`config.mk`:
```
export PLATFORM = sky130hd
export DESIGN_NAME = gate_test_sequencer
export DESIGN_NICKNAME = d
export VERILOG_FILES = /design/src/rtl/gate_test_sequencer.sv
export SDC_FILE = /design/constraint.sdc
export NUM_CORES = 1
export LEC_CHECK = 0
export CAP_MARGIN = 20
export CORE_MARGIN = 2
export CORE_UTILIZATION = 48
export DETAILED_ROUTE_END_ITERATION = 8
export GPL_TIMING_DRIVEN = 0
export PLACE_DENSITY = 0.83
export SLEW_MARGIN = 5
export SYNTH_ARGS = -nofsm -noshare
export SYNTH_HDL_FRONTEND = slang
export SYNTH_SLANG_ARGS = --single-unit
```
`constraint.sdc`:
```
create_clock -name clk -period 2.15 [get_ports clk]
set_input_delay 0.215 -clock clk [delete_from_list [all_inputs] [get_ports clk]]
set_output_delay 0.215 -clock clk [all_outputs]
set_load 0.02 [all_outputs]
```
`src/rtl/gate_test_sequencer.sv`:
```
// Drives the four 2-input vectors to two gate implementations, compares their outputs and reports the result.
// Optional macro GATE_SEQ_TRUTH_CAPTURE_EN builds the per-vector truth-table capture register.
module gate_test_sequencer #(
    parameter int unsigned SETTLE = 1
) (
    input  logic       clk,
    input  logic       rst,
    input  logic       start,
    input  logic       a_in,
    input  logic       b_in,
    output logic       x,
    output logic       y,
    output logic       busy,
    output logic       done,
    output logic [2:0] mismatch_cnt,
    output logic       pass,
    output logic [3:0] truth
);

    localparam int unsigned CNT_W = 4;
    localparam int unsigned VEC_W = 2;
    localparam int unsigned MIS_W = 3;
    localparam int unsigned TT_W  = 4;

    typedef enum logic [1:0] {
        IDLE,
        DRIVE,
        SAMPLE,
        DONE
    } state_t;

    state_t             state, state_n;
    logic [VEC_W-1:0]   vec, vec_n;
    logic [CNT_W-1:0]   cnt, cnt_n;
    logic [MIS_W-1:0]   mis_n;
    logic               pass_n;
    logic               active_n;
`ifdef GATE_SEQ_TRUTH_CAPTURE_EN
    logic [TT_W-1:0]    truth_n;
`endif

    // Next-state and next-value logic; outputs are registered from these values so they line up with the state.
    always_comb begin
        state_n = state;
        vec_n   = vec;
        cnt_n   = cnt;
        mis_n   = mismatch_cnt;
        pass_n  = pass;
`ifdef GATE_SEQ_TRUTH_CAPTURE_EN
        truth_n = truth;
`endif
        case (state)
            IDLE: begin
                if (start) begin
                    state_n = DRIVE;
                    vec_n   = '0;
                    cnt_n   = CNT_W'(SETTLE);
                    mis_n   = '0;
`ifdef GATE_SEQ_TRUTH_CAPTURE_EN
                    truth_n = '0;
`endif
                end
            end
            DRIVE: begin
                if (cnt <= CNT_W'(1)) begin
                    state_n = SAMPLE;
                    cnt_n   = '0;
                end else begin
                    cnt_n = cnt - CNT_W'(1);
                end
            end
            SAMPLE: begin
                if (a_in != b_in) begin
                    mis_n = mismatch_cnt + MIS_W'(1);
                end
`ifdef GATE_SEQ_TRUTH_CAPTURE_EN
                truth_n[vec] = a_in;
`endif
                if (vec == VEC_W'(3)) begin
                    state_n = DONE;
                    // pass must include the increment from this final sample
                    pass_n  = (mis_n == '0);
                end else begin
                    state_n = DRIVE;
                    vec_n   = vec + VEC_W'(1);
                    cnt_n   = CNT_W'(SETTLE);
                end
            end
            DONE: begin
                state_n = IDLE;
            end
            default: begin
                state_n = IDLE;
            end
        endcase
    end

    assign active_n = (state_n == DRIVE) || (state_n == SAMPLE);

    always_ff @(posedge clk or posedge rst) begin
        if (rst) begin
            state        <= IDLE;
            vec          <= '0;
            cnt          <= '0;
            mismatch_cnt <= '0;
            pass         <= 1'b0;
            x            <= 1'b0;
            y            <= 1'b0;
            busy         <= 1'b0;
            done         <= 1'b0;
        end else begin
            state        <= state_n;
            vec          <= vec_n;
            cnt          <= cnt_n;
            mismatch_cnt <= mis_n;
            pass         <= pass_n;
            x            <= active_n & vec_n[1];
            y            <= active_n & vec_n[0];
            busy         <= active_n;
            done         <= (state_n == DONE);
        end
    end

`ifdef GATE_SEQ_TRUTH_CAPTURE_EN
    always_ff @(posedge clk or posedge rst) begin
        if (rst) begin
            truth <= '0;
        end else begin
            truth <= truth_n;
        end
    end
`else
    assign truth = TT_W'(0);
`endif

endmodule

```
==> impl_metrics.csv <==
group,metric,value,unit
route,wl_met1,674,um
route,wl_per_cell,12.9,um
route,drt_pass1_iterations,4,
clocking,cts-htree-levels,1,
clocking,ctsResizeCount,1,
critical_path,cpMostUsedCell,"ha_1",
synthesis,synth_area_leaders,"dfrtp_1 49%, ha_1 6.1%, o21ai_0 5.5%, buf_4 3.6%, nor2_1 3.2%",
worst_hold_path,hp-class,"in -> async",
timing,max_freq,501,MHz
synthesis,synthTopCellsByCount,"16 x dfrtp_1, 9 x o21ai_0, 7 x nor2_1, 6 x inv_1, 5 x nand2_1",
floorplan,dieArea,2060,um2
grt,grt_max_degree,17,
synthesis,yosysTopAreaCellShare,48.6,%
critical_path,path_cells,"inv_1 > ha_1 > nor2_1 > o311ai_1 > nand2_1 > ha_1 > and2_1",
synthesis,async_reset_ff_share,100,%
floorplan,start_util,52.8,%
synthesis,synth_edf_count,0,
floorplan,core.rowCount,14,
timing,worst_pin_slew,0.599,ns
grt,antenna_found_initial,0,
outcome,outcome,"completed",
synthesis,syn_area,823,um2
pwr,p_leak,0.000491,uW
clocking,cts_buffers,3,
finish,syn2layout_area_growth,22.8,%
clocking,cts_setup_buffers,0,
route,viasPerCell,5.41,
synthesis,synth.avg_cell_area,10.0,um2
place,gp_congestion,0.779,
floorplan,fp.dieH,45.4,um
finish,antenna_cells,0,
critical_path,end_kind,"flop",
timing,finalHoldViolCount,0,
grt,gr-total-overflow,0,
critical_path,cp.arrival,2.18,ns
pwr,max-vdd-ir-drop,0.000778,V
pwr,powerDensity,1410,nW/um2
route,dr.max_layer_used,"met4",
clocking,clk_latency,0.29,ns
critical_path,critPathKind,"reg -> reg",
critical_path,path_delay_family,"adder cells",
pwr,total_power,1430,uW
critical_path,crit_path_start_kind,"flop",
critical_path,crit_fanout,5,
floorplan,num_io_pins,17,
critical_path,crit_slowest_cell,"o311ai_1",
timing,fin_skew,0.00774,ns
route,drt_iter0_markers,22,
clocking,cts_tree,"built",
route,ant_nets,0,
finish,drive_gt1_share,11.9,%
clocking,cts-root-buf,"clkbuf_4",
critical_path,rr_worst_depth,7,
clocking,clkTransAtPathRegs,0.10,ns
grt,grt_usage,16.9,%
synthesis,synth_cells,82,
timing,setup_viol,0,
place,dp_hpwl,1160,um
clocking,cts_sinks,16,
synthesis,seq_area_frac_synth,48.6,%
timing,period_needed,2.00,ns
timing,period_share,92.9,%
timing,rsz0062_at_grt,"false",
timing,setup_ws,0.154,ns
route,vias,633,
place,portBuffers,12,
critical_path,path_buf_inv,1,
synthesis,yosysWarnings,0,
timing,slew_headroom,59.6,%
run,maxCapViolations,0,
synthesis,yosysMostFrequentCell,"dfrtp_1",
critical_path,cp.depth,7,
critical_path,slowest_delay,0.48,ns
synthesis,synth_seq_cells,16,
route,wl_met3,54,um
synthesis,synth_ff_type,"dfrtp_1",
timing,drv_slew,0,
place,dpl_worst_slack,-0.0346,ns
floorplan,core_area,1560,um2
finish,fin_nets,111,
clocking,clk_path_buf_depth,2,
synthesis,yosysTopAreaCell,"dfrtp_1",
critical_path,crit_required,2.33,ns
route,wl_met2,763,um
synthesis,ys_types,28,
route,routed_wl,1510,um
route,drc,0,
grt,grt_pass1_vias,576,
clocking,hold_buffers,0,
grt,grt_pass1_wl,2450,um
floorplan,die_w,45.4,um
routing by layer:
metal	up-vias	track usage, %
met5	-	0
met3	4	3.57
met2	19	28.7
met4	0	7.06
met1	298	20.6
li1	312	-
worst reg2reg max path, cell delays in order, from the launching register on:
cell,delay (ns)
dfrtp_1,0.43
inv_1,0.09
ha_1,0.18
nor2_1,0.08
o311ai_1,0.48
nand2_1,0.14
ha_1,0.34
and2_1,0.15
cell usage in the layout (no fill, tap or decap), types with 2 or more instances in the layout:
master / netlist / final
dfrtp_1: 16 / 16
clkdlybuf4s50_1: 0 / 12
o21ai_0: 9 / 9
nor2_1: 7 / 7
inv_1: 6 / 6
nand2_1: 5 / 5
a21oi_1: 4 / 4
ha_1: 4 / 4
buf_4: 4 / 4
conb_1: 1 / 4
nand2b_1: 3 / 3
clkbuf_4: 0 / 3
nor3_1: 2 / 2
a22oi_1: 2 / 2
a22o_1: 2 / 2
and2_1: 2 / 2
o31ai_1: 2 / 2
registers in the layout (all words and copies together), names as in the netlist:
register and flops:
cnt 4, state 2, mismatch_cnt 3, done 1
pass 1, y 1, busy 1, vec 2
x 1
stage by stage:
stage / TNS (ns) / instances / util, % / hold WS, ns / cell area (um2)
floorplan: 0 / 85 / - / 0.129 / 835
global placement: 0 / 113 / 62.5 / 0.462 / 975
detailed placement: -0.0652 / 113 / 62.5 / 0.466 / 975
CTS: 0 / 117 / 64.8 / 0.297 / 1010
global route: 0 / 117 / 64.8 / 0.347 / 1010
finish: 0 / 117 / 64.8 / 0.273 / 1010
power breakdown:
| group | internal, uW | switching [uW] |
|---|---|---|
| Sequential | 427 | 118 |
| Clock | 103 | 97.7 |
| Combinational | 311 | 374 |
| Total | 840 | 589 |
cell type report:
type / instances / area, um2
repair buffers: 12 / 120
well taps: 16 / 20.0
flip-flops and latches: 16 / 400
inverters: 6 / 22.5
multi-input cells: 58 / 377
plain buffers: 5 / 35.0
clock buffers: 4 / 36.3
fillers: 130 / 548
worst paths after layout:
check	startpoint	end	slack, ns
max	cnt[0]	y	0.15
min	rst	vec[0]	0.27
max reg2reg	cnt[0]	y	0.15
min reg2reg	pass	pass	0.48
max in group asynchronous	rst	state[0]	1.49
min in group clk	pass	pass	0.48
kinds of logic (layout without fill, tap and decap cells):
kind of cell | Yosys count | after routing | share of synthesized area, %
other | 1 | 4 | 0.455
muxes | 1 | 1 | 1.82
xor gates and xnor gates | 2 | 2 | 3.04
AOI/OAI and AO/OA | 23 | 23 | 17.8
buffers and inverters | 11 | 27 | 6.99
adders and majority gates | 4 | 4 | 6.08
and+or+nand+nor | 24 | 24 | 15.2
DFF | 16 | 16 | 48.6
Note: power is estimated with default switching activity, not from simulation.
